File: src/rtl/trace_record_arbiter_if.sv
// Bundle shared by the trace arbiter and its environment: requester side and record-writer side.
interface trace_record_arbiter_if #(
  parameter int NSRC = 4,
  parameter int DW   = 8,
  parameter int TW   = 32,
  parameter int SW   = 2
);
  logic                 tick;
  logic [NSRC-1:0]      req;
  logic [NSRC*DW-1:0]   req_data;
  logic [NSRC-1:0]      req_ack;
  logic                 rec_valid;
  logic                 rec_ready;
  logic [SW-1:0]        rec_src;
  logic [DW-1:0]        rec_data;
  logic [TW-1:0]        rec_time;

  modport master (
    input  tick, req, req_data, rec_ready,
    output req_ack, rec_valid, rec_src, rec_data, rec_time
  );

  modport slave (
    output tick, req, req_data, rec_ready,
    input  req_ack, rec_valid, rec_src, rec_data, rec_time
  );
endinterface

File: src/rtl/trace_record_arbiter.sv
// Round-robin arbiter feeding a one-entry timestamped trace record slot.
// Optional TRACE_DEDUP_EN: drop grants whose value matches the source's last emitted value.
//   state | meaning
//   EMPTY | slot free, rec_valid=0
//   FULL  | slot holds a record, rec_valid=1
module trace_record_arbiter #(
  parameter int NSRC = 4,
  parameter int DW   = 8,
  parameter int TW   = 32,
  parameter int SW   = 2
) (
  input logic                    clk,
  input logic                    reset,
  trace_record_arbiter_if.master bus
);
  localparam int IW = (NSRC > 1) ? $clog2(NSRC) : 1;

  typedef enum logic {EMPTY = 1'b0, FULL = 1'b1} slot_state_t;

  slot_state_t   state, state_nxt;
  logic [TW-1:0] time_ctr;
  logic [IW-1:0] rr_ptr;
  logic [IW-1:0] grant_idx;
  logic [IW-1:0] idx;
  logic          grant_vld;
  logic          can_load;
  logic          ack_any;
  logic          emit;
  logic          load;
  logic [DW-1:0] req_val [NSRC];
  logic [DW-1:0] grant_data;
  logic [SW-1:0] src_q;
  logic [DW-1:0] data_q;
  logic [TW-1:0] time_q;

  for (genvar i = 0; i < NSRC; i++) begin : g_unpack
    assign req_val[i] = bus.req_data[i*DW +: DW];
  end

  // Search begins one past the last winner so every requester is reached within NSRC grants.
  always_comb begin
    grant_vld = 1'b0;
    grant_idx = '0;
    idx       = '0;
    for (int k = 1; k <= NSRC; k++) begin
      idx = IW'((int'(rr_ptr) + k) % NSRC);
      if (!grant_vld && bus.req[idx]) begin
        grant_vld = 1'b1;
        grant_idx = idx;
      end
    end
  end

  assign grant_data  = req_val[grant_idx];
  assign can_load    = (state == EMPTY) || bus.rec_ready;
  assign ack_any     = grant_vld && can_load && !reset;
  assign bus.req_ack = ack_any ? (NSRC'(1) << grant_idx) : '0;
  assign load        = ack_any && emit;

`ifdef TRACE_DEDUP_EN
  logic [DW-1:0]   last_val [NSRC];
  logic [NSRC-1:0] seen;

  assign emit = !(seen[grant_idx] && (last_val[grant_idx] == grant_data));

  always_ff @(posedge clk or posedge reset) begin
    if (reset) begin
      seen <= '0;
      for (int i = 0; i < NSRC; i++) last_val[i] <= '0;
    end else if (ack_any) begin
      seen[grant_idx]     <= 1'b1;
      last_val[grant_idx] <= grant_data;
    end
  end
`else
  assign emit = 1'b1;
`endif

  always_ff @(posedge clk or posedge reset) begin
    if (reset) state <= EMPTY;
    else       state <= state_nxt;
  end

  always_comb begin
    state_nxt = state;
    case (state)
      EMPTY:   if (load) state_nxt = FULL;
      FULL:    if (bus.rec_ready && !load) state_nxt = EMPTY;
      default: state_nxt = EMPTY;
    endcase
  end

  always_ff @(posedge clk or posedge reset) begin
    if (reset) begin
      time_ctr <= '0;
      rr_ptr   <= IW'(NSRC - 1);
      src_q    <= '0;
      data_q   <= '0;
      time_q   <= '0;
    end else begin
      if (bus.tick) time_ctr <= time_ctr + 1'b1;
      if (ack_any)  rr_ptr   <= grant_idx;
      // Timestamp is the counter value before this cycle's tick.
      if (load) begin
        src_q  <= SW'(grant_idx);
        data_q <= grant_data;
        time_q <= time_ctr;
      end
    end
  end

  assign bus.rec_valid = (state == FULL);
  assign bus.rec_src   = src_q;
  assign bus.rec_data  = data_q;
  assign bus.rec_time  = time_q;
endmodule

File: src/flat_wrapper.sv
// flat-port wrapper written by rule: the top's interface ports become plain ports
module trace_record_arbiter_flat 
#(
  parameter int NSRC = 4,
  parameter int DW   = 8,
  parameter int TW   = 32,
  parameter int SW   = 2
)
  (clk, reset, bus_tick, bus_req, bus_req_data, bus_rec_ready, bus_req_ack, bus_rec_valid, bus_rec_src, bus_rec_data, bus_rec_time);
  trace_record_arbiter_if #(.NSRC(NSRC), .DW(DW), .TW(TW), .SW(SW)) bus_i ();
  input logic clk;
  input logic reset;
  input wire logic [$bits(bus_i.tick)-1:0] bus_tick;
  input wire logic [$bits(bus_i.req)-1:0] bus_req;
  input wire logic [$bits(bus_i.req_data)-1:0] bus_req_data;
  input wire logic [$bits(bus_i.rec_ready)-1:0] bus_rec_ready;
  output wire logic [$bits(bus_i.req_ack)-1:0] bus_req_ack;
  output wire logic [$bits(bus_i.rec_valid)-1:0] bus_rec_valid;
  output wire logic [$bits(bus_i.rec_src)-1:0] bus_rec_src;
  output wire logic [$bits(bus_i.rec_data)-1:0] bus_rec_data;
  output wire logic [$bits(bus_i.rec_time)-1:0] bus_rec_time;
  assign bus_i.tick = bus_tick;
  assign bus_i.req = bus_req;
  assign bus_i.req_data = bus_req_data;
  assign bus_i.rec_ready = bus_rec_ready;
  assign bus_req_ack = bus_i.req_ack;
  assign bus_rec_valid = bus_i.rec_valid;
  assign bus_rec_src = bus_i.rec_src;
  assign bus_rec_data = bus_i.rec_data;
  assign bus_rec_time = bus_i.rec_time;
  trace_record_arbiter #(.NSRC(NSRC), .DW(DW), .TW(TW), .SW(SW)) u_core (.clk(clk), .reset(reset), .bus(bus_i));
endmodule
File: config.mk
export PLATFORM = sky130hd
export DESIGN_NAME = trace_record_arbiter_flat
export DESIGN_NICKNAME = d
export VERILOG_FILES = /design/src/rtl/trace_record_arbiter_if.sv /design/src/rtl/trace_record_arbiter.sv /design/src/flat_wrapper.sv
export SDC_FILE = /design/constraint.sdc
export NUM_CORES = 1
export LEC_CHECK = 0
export CORE_ASPECT_RATIO = 0.5
export CORE_MARGIN = 1
export CORE_UTILIZATION = 40
export DETAILED_ROUTE_END_ITERATION = 8
export PLACE_DENSITY = 0.7
export SLEW_MARGIN = 25
export SYNTH_ARGS = -nofsm -noshare
export SYNTH_HDL_FRONTEND = slang
export SYNTH_SLANG_ARGS = --single-unit
File: constraint.sdc
create_clock -name clk -period 3.4 [get_ports clk]
set_input_delay 0.51 -clock clk [delete_from_list [all_inputs] [get_ports clk]]
set_output_delay 0.51 -clock clk [all_outputs]
set_load 0.1 [all_outputs]
# [Word-level counts from Yosys, hierarchy flattened]
# Cells that the tools add are included.
[classes] magnitude_cmp=5 n_reduce_logical=12 multipliers=0 bitwise_logic=2 div_mod_pow=0 n_shift=1 eq_ne=0 addsub=5 n_mux=23
[ops] operator="$add A32 B1 Y32 const B" n=1
[ops] operator="$bmux W8 S2" n=1
[ops] operator="$mux W8" n=2
[ops] operator="$lt A2 B3 Y1 const B" n=4
[ops] operator="$mux W1" n=10
[ops] operator="$bmux W1 S2" n=4
[ops] operator="$mux W2" n=4
[ops] operator="$logic_and A1 B1 Y1" n=6
[ops] operator="$logic_not A1 Y1" n=5
[ops] operator="$add A2 B1 Y2 const B" n=2
[ops] operator="$add A2 B2 Y2 const B" n=2
[ops] operator="$mux W4" n=1
[ops] operator="$shl A1 B2 Y4 const A" n=1
[ops] operator="$ge A3 B3 Y1 const B" n=1
[ops] operator="$not A2 Y3" n=1
[ops] operator="$pmux W1 S2" n=1
[ops] operator="$logic_or A1 B1 Y1" n=1
[ops] operator="$not A1 Y1" n=1
[totals] wordCells=54 mem_bits_rw=0 out_inout_bits=47 rom_bits=0 reg_bits=77 memories=0 latch_bits=0 inputBits=40

# [Longest topological paths before layout]
# Gate-level depths: netlist (run 1).
[depth] ltp_word=19 ltp_mapped=7 depth_no_buf=6

# [Worst setup path after synthesis (run 1)]
# Ideal clock, no wire load.
[synth_path] path_kind="input -> output" start="input port reset" end="output port bus_req_ack[0]" arrival_time_ps=5067 setup_slack_ps=-2177 cell_stages=4 t_required_ps=2890 path_buffers=1 path_cell_list="inv_1 > nand3_1 > clkbuf_1 > nor3_1"
[synth_via] elab_chain_len=3
[synth_rtl] item="from (decl)" line_no="flat_wrapper.sv:12" source="input logic reset;"
[synth_rtl] item="$logic_not A1 Y1" line_no="trace_record_arbiter.sv:56" source="assign ack_any = grant_vld && can_load && !reset;"
[synth_rtl] item="$logic_and A1 B1 Y1" line_no="trace_record_arbiter.sv:56"
[synth_rtl] item="$mux W4" line_no="trace_record_arbiter.sv:57" source="assign bus.req_ack = ack_any ? (NSRC'(1) << grant_idx) : '0;"
[synth_rtl] item="to (decl)" line_no="flat_wrapper.sv:17" source="output wire logic [$bits(bus_i.req_ack)-1:0] bus_req_ack;"
# Every way passes these cells.

# [Worst setup path in the final report (run 1)]
[layout_path] start="input port bus_req[3]" end="output port bus_req_ack[0]"
[layout_via] elab_chain_len=15 elab_cells_between_ends=26 cone_classes="shift: 1; mux: 17; reduce/logical: 8"
[layout_rtl] item="from (decl)" line_no="flat_wrapper.sv:14" source="input wire logic [$bits(bus_i.req)-1:0] bus_req;"
[layout_rtl] item="$bmux W1 S2" line_no="trace_record_arbiter.sv:47" source="if (!grant_vld && bus.req[idx]) begin"
[layout_rtl] item="$mux W1 (implied by the code)" line_no="trace_record_arbiter.sv:47"
[layout_rtl] item="$mux W1" line_no="trace_record_arbiter.sv:47"
[layout_rtl] item="$logic_not A1 Y1" line_no="trace_record_arbiter.sv:47"
[layout_rtl] item="$logic_and A1 B1 Y1" line_no="trace_record_arbiter.sv:47"
[layout_rtl] item="$mux W1" line_no="trace_record_arbiter.sv:47"
[layout_rtl] item="$logic_not A1 Y1" line_no="trace_record_arbiter.sv:47"
[layout_rtl] item="$logic_and A1 B1 Y1" line_no="trace_record_arbiter.sv:47"
[layout_rtl] item="$mux W1" line_no="trace_record_arbiter.sv:47"
[layout_rtl] item="$logic_not A1 Y1" line_no="trace_record_arbiter.sv:47"
[layout_rtl] item="$logic_and A1 B1 Y1" line_no="trace_record_arbiter.sv:47"
[layout_rtl] item="$mux W1" line_no="trace_record_arbiter.sv:47"
[layout_rtl] item="$logic_and A1 B1 Y1 (2 in series)" line_no="trace_record_arbiter.sv:56"
[layout_rtl] item="$mux W4 *" line_no="trace_record_arbiter.sv:57"
# Every way passes the cells marked *; elsewhere a longest branch is shown, timed or not. The select of a mux whose other input is x is not followed.

==> impl_metrics.yaml, run 1 <==
critical_path:
  critPathCaptureType: "output pin"
  ff2ff_setup_slack_ns: 1.48
  required_ns: 2.89
  r2r_cells: 5
  arrival_ns: 2.37
  r2r-start: "u_core.rr_ptr[0]"
  path_class: "in2out"
  crit_fanout: 9
  worst_setup_path_start_kind: "input pin"
  timing.rr.end: "u_core.bus.rec_data[1]"
layout:
  final_common_cell: "nand2_1"
  nFillCells: 732
  drive_gt1_share_pct: 10.9
  layout_common_cells: "nand2_1 (120), clkdlybuf4s50_1 (82), dfrtp_1 (75), xnor2_1 (26), nand4_1 (14)"
  layout.nets: 486
  final_area_um2: 4910
  diodes: 0
  syn2layout_area_growth_pct: 39.2
power:
  power_w: 0.00335
  power_density_nw_per_um2: 683
  ir_drop_v: 0.000441
  p_leak_nw: 2.27
synth:
  synth_fa_ha_area_share_pct: 0.355
  synth_top_family_by_area: "simple AND/OR/NAND/NOR gates"
  netlist_area_um2: 3520
  syn_nets: 394
  synthMuxAreaShare_pct: 2.59
  seq_area_frac_synth_pct: 54.7
  synthCells: 353
  yosys_most_used_dff: "dfrtp_1"
  synth_xor_area_share_pct: 7.70
  synth.avg_cell_area_um2: 9.98
  ys_warn_count: 0
  synth-compound-area-share_pct: 7.21
  synth-seq-cells: 77
  async_reset_ff_share_pct: 100
  synth_enable_flop_cells: 0
  yosysUniqueCellTypes: 40
  synth-simple-area-share_pct: 25.3
drt:
  route.vias.total: 2768
  firstDrtPassIters: 6
  drc: 0
  viasPerCell: 4.93
  wl_per_cell_um: 14.2
  ant_nets: 0
  dr.first_iter.drc_count: 139
  routed_wl_um: 7970
floorplanning:
  num_io_pins: 87
  initial_core_util_pct: 42.7
  die_area_um2: 9210
  fp.dieH_um: 68.4
  core_um2: 8260
  rows: 23
  die_w_um: 135
timing:
  worst_hold_slack_ns: 0.425
  finalHoldViolCount: 0
  rsz0062_at_grt: "no"
  fmax_mhz: 347
  worst-slew-pin-transition_ns: 1.00
  final.setup_skew_ns: 0.00716
  maxSlewHeadroom_pct: 32.8
  worst_slack_ns: 0.516
  fin_crit_ns: 2.88
  setup-tns-final_ns: 0
  drv_slew: 0
  finalSetupViolations: 0
  timing.final.crit_share_pct: 84.8
grt:
  grt.total_usage_pct: 18.9
  grt_pass1_vias: 2690
  antenna_found_initial: 0
  grt_pass1_wl_um: 13100
  globalRouteOverflowTotal: 0
  grt_max_degree: 76
clock_network:
  cts_root_buffer: "clkbuf_16"
  path_clk_slew_ns: 0.06
  cts_htree_levels: 3
  cts_buffers: 9
  clock_path_buffers: 2
  post_cts_buffers: 0
  worstSkewPairLatency_ns: 0.33
  cts_resized: 0
  cts-hold-fix-buffers: 0
  clock-sinks: 77
  cts_tree: "yes"
outcome:
  status: "finished clean"
placement:
  placed_area_um2: 4590
  place_ws_ns: 0.528
  hpwl_um: 5690
  portBuffers: 86
  place.gp.congestion: 0.812
worst_hold_path:
  min_path_type: "in2async"
run:
  maxCapViolCount: 0
## stage by stage
stage / cells / utilization (%)
after detailed placement: 546 / 55.6
after CTS: 562 / 59.4
after floorplan: 353 / -
after global routing: 562 / 59.4
final: 562 / 59.4
after global placement: 546 / 55.6
## area by class of cell
| type | instances | area, µm² | share of cell area [%] |
|---|---|---|---|
| Sequential cell | 77 | 1930 | 39.3 |
| Multi-Input combinational cell | 260 | 1540 | 31.4 |
| Timing Repair Buffer | 95 | 972 | 19.8 |
| Clock buffer | 10 | 239 | 4.87 |
| Tap cell | 112 | 140 | 2.86 |
| Clock inverter | 6 | 71.3 | 1.45 |
| Inverter | 2 | 11.3 | 0.230 |
## how the worst max path moves through the flow
stage                from  slack, ns  cells past startpoint        endpoint
6_report       bus_req[3]       0.52                      8  bus_req_ack[0]
5_1_grt        bus_req[3]       0.42                      7  bus_req_ack[3]
4_1_cts        bus_req[3]       0.52                      8  bus_req_ack[0]
3_5_place_dp   bus_req[3]       0.53                      8  bus_req_ack[0]
2_1_floorplan       reset      -0.45                      6  bus_req_ack[2]
3_3_place_gp   bus_req[3]       0.54                      8  bus_req_ack[0]
## power breakdown
| group | leakage [nW] | internal [W] | switching (W) |
|---|---|---|---|
| clock | 0.151 | 0.000594 | 0.000376 |
| combinational | 1.09 | 0.000339 | 0.000874 |
| sequential | 1.03 | 0.00104 | 0.000123 |
| total | 2.27 | 0.00198 | 0.00137 |
## layer usage
| metal | vias to the layer above | global-route usage (%) | part of all wire [%] |
|---|---|---|---|
| li1 | 1389 | - | - |
| met1 | 1324 | 23.8 | 48 |
| met2 | 49 | 32.2 | 47 |
| met3 | 6 | 5.41 | 4.7 |
| met4 | 0 | 5.48 | 0.80 |
| met5 | - | 0 | 0 |
## critical path: stages
cell and delay [ns]:
clkdlybuf4s50_1 0.48, nor2b_1 0.18, o21a_1 0.30, nor3_4 0.23, buf_4 0.18, inv_1 0.06, nor3_2 0.22, buf_12 0.21
## synthesized netlist by cell type, types with 3 or more instances
cell type / instances / area share [%]
o31ai_1: 8 / 1.7
xor2_1: 5 / 1.2
dfrtp_1: 75 / 53
nor2_1: 12 / 1.3
xnor2_1: 26 / 6.5
and3_1: 5 / 0.89
buf_2: 5 / 0.71
nand2_1: 120 / 13
a211o_1: 8 / 2.0
nand4_1: 14 / 2.5
nand2b_1: 4 / 0.71
nand3_1: 13 / 1.8
a21oi_1: 3 / 0.43
clkbuf_1: 7 / 0.75
o211ai_1: 8 / 1.7
mux2i_1: 8 / 2.3
## state kept, by name, summed over array words and instances (netlist names)
signal,flops
u_core.bus.rec_valid,1
u_core.bus.rec_data,8
u_core.bus.rec_time,32
u_core.bus.rec_src,2
u_core.time_ctr,32
u_core.rr_ptr,2
## cells by family (layout without fill, tap and decap cells)
family	count (synthesis)	count (layout)
simple gates	185	185
flops	77	77
compound gates	34	34
xor+xnor	31	31
buf+inv	16	113
mux	9	9
fa+ha+maj	1	1
(Power assumes the default switching activity.)
==> inputs of run 2 (changes only) <==
--- a/config.mk
+++ b/config.mk
@@ -9,7 +9,7 @@
 export CORE_MARGIN = 1
 export CORE_UTILIZATION = 40
 export DETAILED_ROUTE_END_ITERATION = 8
-export PLACE_DENSITY = 0.7
+export PLACE_DENSITY = 0.67
 export SLEW_MARGIN = 25
 export SYNTH_ARGS = -nofsm -noshare
 export SYNTH_HDL_FRONTEND = slang
==> constraint.sdc (replaced) <==
create_clock -name clk -period 3.03 [get_ports clk]
set_input_delay 0.4545 -clock clk [delete_from_list [all_inputs] [get_ports clk]]
set_output_delay 0.4545 -clock clk [all_outputs]
set_load 0.1 [all_outputs]
==> impl_metrics.yaml, run 2 (synthesized netlist as in run 1, its figures left out) <==
layout:
  layout.nets: 486
  final_common_cell: "nand2_1"
  nFillCells: 677
  drive_gt1_share_pct: 21.1
  final_area_um2: 4830
  fin_cells: 562
  multiInputGateArea_um2: 1570
  regArea_um2: 1930
  layout_common_cells: "nand2_1 (119), dfrtp_1 (75), buf_4 (51), clkdlybuf4s50_1 (39), xnor2_1 (26)"
  diodes: 0
  syn2layout_area_growth_pct: 37.2
power:
  ir_drop_v: 0.000330
  combPwrFrac_pct: 35.3
  power_density_nw_per_um2: 785
  internal_power_w: 0.00225
  p_sw_share_pct: 40.8
  clkPwrFrac_pct: 30.2
  power_w: 0.00380
  switching_power_w: 0.00155
  seqPwrFrac_pct: 34.5
  p_leak_nw: 2.35
drt:
  wl_met3_um: 415
  wl_per_cell_um: 14.2
  top_layer_used: "met4"
  routed-wl-met2_um: 3790
  wl_met1_um: 3710
  routed_wl_um: 7990
  dr.first_iter.drc_count: 134
  drc: 0
  viasPerCell: 5.01
  ant_nets: 0
  route.vias.total: 2816
  firstDrtPassIters: 4
run:
  maxCapViolCount: 0
timing:
  finalHoldViolCount: 0
  fmax_mhz: 374
  maxSlewHeadroom_pct: 43.8
  rsz0062_at_grt: "no"
  timing.final.crit_share_pct: 88.3
  drv_slew: 0
  setup-tns-final_ns: 0
  worst-slew-pin-transition_ns: 0.835
  finalSetupViolations: 0
  fin_crit_ns: 2.67
  final.setup_skew_ns: 0.00655
clock_network:
  cts_root_buffer: "clkbuf_16"
  cts_htree_levels: 3
  cts-hold-fix-buffers: 0
  worstSkewPairLatency_ns: 0.33
  post_cts_buffers: 0
  cts_resized: 0
  cts_tree: "yes"
  clock_path_buffers: 2
  clock-sinks: 77
  path_clk_slew_ns: 0.06
  cts_buffers: 9
floorplanning:
  num_io_pins: 87
  rows: 23
  die_w_um: 135
  core_um2: 8260
  initial_core_util_pct: 42.7
  fp.dieH_um: 68.4
  die_area_um2: 9210
outcome:
  status: "finished clean"
critical_path:
  critPathCaptureType: "output pin"
  arrival_ns: 2.22
  required_ns: 2.58
  path_class: "in2out"
  worst_setup_path_start_kind: "input pin"
  crit_fanout: 12
placement:
  hpwl_um: 5730
  dp_cells: 546
  placed_area_um2: 4510
  portBuffers: 86
  place.gp.congestion: 0.843
worst_hold_path:
  min_path_type: "in2async"
grt:
  grt_pass1_vias: 2772
  globalRouteOverflowTotal: 0
  antenna_found_initial: 0
  grt_pass1_wl_um: 13200
  grt.total_usage_pct: 18.7
  grt_max_degree: 76
==> run 2: path summary, 6_finish.rpt <==
path / start / endpoint / slack [ns] / cells past startpoint
min: reset / u_core.bus.rec_data[5] / 0.38 / 2
min reg2reg: u_core.bus.rec_time[3] / u_core.bus.rec_time[3] / 0.48 / 2
max: bus_req[3] / bus_req_ack[2] / 0.36 / 7
max in group asynchronous: reset / u_core.bus.rec_time[17] / 1.80 / 3
max reg2reg: u_core.rr_ptr[0] / u_core.bus.rec_data[5] / 1.03 / 5
min in group clk: u_core.bus.rec_time[3] / u_core.bus.rec_time[3] / 0.48 / 2
==> run 2: critical path: stages <==
cell and delay (ns):
clkdlybuf4s50_1 0.55, nor2b_1 0.24, o21ai_0 0.12, a21oi_1 0.25, nand2_2 0.24, nor2_4 0.19, buf_12 0.18
==> run 2: layout make-up <==
cell class | instances | share of cell area [%]
clock inverters | 7 | 2.02
flip-flops and latches | 77 | 39.9
multi-input cells | 260 | 32.4
well taps | 112 | 2.90
inverters | 2 | 0.233
clock buffers | 9 | 4.66
repair buffers | 95 | 17.9
==> run 2: metal layers <==
layer | up-vias | global-route usage (%)
met4 | 0 | 5.90
li1 | 1385 | -
met2 | 58 | 30.5
met3 | 12 | 5.48
met1 | 1361 | 24.2
met5 | - | 0
==> run 2: through the flow <==
step	setup slack [ns]	hold WS, ns	utilization, %
after floorplan	-0.0582	0.445	-
after global placement	0.433	0.462	54.6
after detailed placement	0.383	0.464	54.6
after CTS	0.366	0.358	58.5
after global routing	0.182	0.363	58.5
final	0.356	0.375	58.5
==> run 2: power groups by stage <==
stage	Clock (W)	Combinational, W	Sequential [W]
2_1_floorplan	0	0.000417	0.00192
3_3_place_gp	0	0.00133	0.00132
3_5_place_dp	0	0.00135	0.00133
4_1_cts	0.00118	0.00135	0.00131
5_1_grt	0.00122	0.00141	0.00134
6_report	0.00115	0.00134	0.00131
==> inputs of run 3 (changes only) <==
--- a/config.mk
+++ b/config.mk
@@ -9,7 +9,7 @@
 export CORE_MARGIN = 1
 export CORE_UTILIZATION = 40
 export DETAILED_ROUTE_END_ITERATION = 8
-export PLACE_DENSITY = 0.67
+export PLACE_DENSITY = 0.7
 export SLEW_MARGIN = 25
 export SYNTH_ARGS = -nofsm -noshare
 export SYNTH_HDL_FRONTEND = slang
==> constraint.sdc (replaced) <==
create_clock -name clk -period 2.3 [get_ports clk]
set_input_delay 0.345 -clock clk [delete_from_list [all_inputs] [get_ports clk]]
set_output_delay 0.345 -clock clk [all_outputs]
set_load 0.1 [all_outputs]
==> impl_metrics.yaml, run 3 (synthesized netlist as in run 1, its figures left out) <==
layout:
  layout.nets: 504
  drive_gt1_share_pct: 25.4
  final_common_cell: "nand2_1"
  syn2layout_area_growth_pct: 41.7
  diodes: 0
  layout_common_cells: "nand2_1 (118), dfrtp_1 (75), buf_4 (67), clkdlybuf4s50_1 (37), xnor2_1 (26)"
  final_util_pct: 60.5
grt:
  antenna_found_initial: 0
  grt_pass1_vias: 2725
  grt_pass1_wl_um: 13600
  grt.total_usage_pct: 19.7
  grt_max_degree: 75
  globalRouteOverflowTotal: 0
clock_network:
  worstSkewPairLatency_ns: 0.33
  clock_path_buffers: 2
  cts_htree_levels: 3
  cts_tree: "yes"
  cts_buffers: 9
  clock-sinks: 77
  path_clk_slew_ns: 0.06
  cts_root_buffer: "clkbuf_16"
critical_path:
  path_class: "in2out"
  critPathCaptureType: "output pin"
  worst_setup_path_start_kind: "input pin"
  cp.depth: 7
  crit_end: "bus_req_ack[1]"
  timing.rr.end: "u_core.bus.rec_data[4]"
  critical_path.top_delay_family: "buffers and inverters"
  ff2ff_setup_slack_ns: 0.51
  arrival_ns: 1.90
  crit_start: "bus_req[2]"
  cp_common_cell: "nor3_4"
  path_buf_inv: 3
  slowest_delay_ns: 0.49
  crit_fanout: 4
  path_cells: "clkdlybuf4s50_1, nand2b_1, a21oi_2, nor3_4, buf_4, nor3_4, buf_12"
  r2r_cells: 7
  r2r-start: "u_core.rr_ptr[0]"
  crit_path_top_delay_cell: "clkdlybuf4s50_1"
  required_ns: 1.96
timing:
  fmax_mhz: 444
  rsz0062_at_grt: "yes"
  maxSlewHeadroom_pct: 55.2
  fin_crit_ns: 2.25
  drv_slew: 0
  setup-tns-final_ns: 0
  timing.final.crit_share_pct: 97.8
  worst-slew-pin-transition_ns: 0.673
  finalHoldViolCount: 0
  finalSetupViolations: 0
  final.setup_skew_ns: 0.00809
drt:
  dr.first_iter.drc_count: 176
  routed_wl_um: 8160
  route.vias.total: 2812
  viasPerCell: 4.85
  wl_per_cell_um: 14.1
  firstDrtPassIters: 4
  ant_nets: 0
  drc: 0
power:
  power_density_nw_per_um2: 995
  combPwrFrac_pct: 38.0
  internal_power_w: 0.00290
  clkPwrFrac_pct: 27.4
  ir_drop_v: 0.000571
  seqPwrFrac_pct: 34.7
  p_sw_share_pct: 41.6
  switching_power_w: 0.00207
  p_leak_nw: 2.45
worst_hold_path:
  min_path_type: "in2async"
floorplanning:
  core_um2: 8260
  die_area_um2: 9210
  fp.dieH_um: 68.4
  initial_core_util_pct: 42.7
  die_w_um: 135
  num_io_pins: 87
  rows: 23
placement:
  place.gp.congestion: 0.846
  hpwl_um: 5690
  portBuffers: 86
outcome:
  status: "finished clean"
run:
  maxCapViolCount: 0
==> run 3: cell count changes in the layout (fill, tap and decap cells not counted), sizes merged <==
| cell | change |
|---|---|
| clkbuf | +2 |
| dlygate4sd2 | +1 |
| bufinv | -2 |
| buf | +18 |
| dlymetal6s2s | +1 |
| clkdlybuf4s50 | -2 |
==> run 3: repair_timing <==
item | CTS | global route
setup buffers | 1 | 4
cloned | 0 | 0
pin swaps | 1 | 4
gates resized for setup | 1 | 7
setup endpoints to repair | 4 | 4
hold buffers | 0 | 0
==> run 3: area by class of cell <==
type,instances,area [µm²]
repair buffers,113,1020
fillers,695,3270
clock inverters,5,41.3
clock buffers,11,253
inverters,2,11.3
well taps,112,140
multi-input cells,260,1600
flip-flops and latches,77,1930
==> run 3: per-layer routing <==
layer  up-vias  routed length [µm]  GRT usage (%)
met5         -                   0              0
met4         0                 113           6.88
met3         9                 320           5.04
met2        41                3930           31.7
met1      1340                3800           26.1
li1       1422                   -              -
==> run 3: worst register-to-register path: cells and delay by family (launching register included) <==
family | cells | cell delay, ns
mux | 1 | 0.19
compound gates | 2 | 0.31
flops | 1 | 0.55
simple gates | 2 | 0.30
buf+inv | 2 | 0.31
==> run 3: worst min-delay path by stage <==
stage	startpoint	end	slack, ns	depth (start not counted)
global route	reset	u_core.bus.rec_data[5]	0.29	2
finish	reset	u_core.bus.rec_data[5]	0.29	2
detailed placement	u_core.bus.rec_time[20]	u_core.bus.rec_time[20]	0.46	2
CTS	reset	u_core.bus.rec_data[5]	0.28	2
floorplan	bus_tick	u_core.time_ctr[0]	0.44	1
global placement	u_core.bus.rec_time[4]	u_core.bus.rec_time[4]	0.46	2
==> run 3: power by group through the flow <==
stage / sequential [W] / combinational (W) / clock (W)
after floorplan: 0.00253 / 0.000571 / 0
after global placement: 0.00175 / 0.00184 / 0
after detailed placement: 0.00175 / 0.00185 / 0
after CTS: 0.00172 / 0.00186 / 0.00140
after global routing: 0.00175 / 0.00199 / 0.00145
final: 0.00172 / 0.00189 / 0.00136
==> run 3: per-stage QoR <==
step | hold slack, ns | std cells | power [W] | instance area [µm²] | setup WS (ns)
2_1_floorplan | 0.436 | 353 | 0.00310 | 3650 | -0.509
3_3_place_gp | 0.460 | 559 | 0.00358 | 4640 | -0.0626
3_5_place_dp | 0.464 | 559 | 0.00360 | 4640 | -0.0916
4_1_cts | 0.282 | 576 | 0.00498 | 4940 | 0.00872
5_1_grt | 0.289 | 580 | 0.00519 | 4990 | -0.0121
6_report | 0.294 | 580 | 0.00497 | 4990 | 0.0500
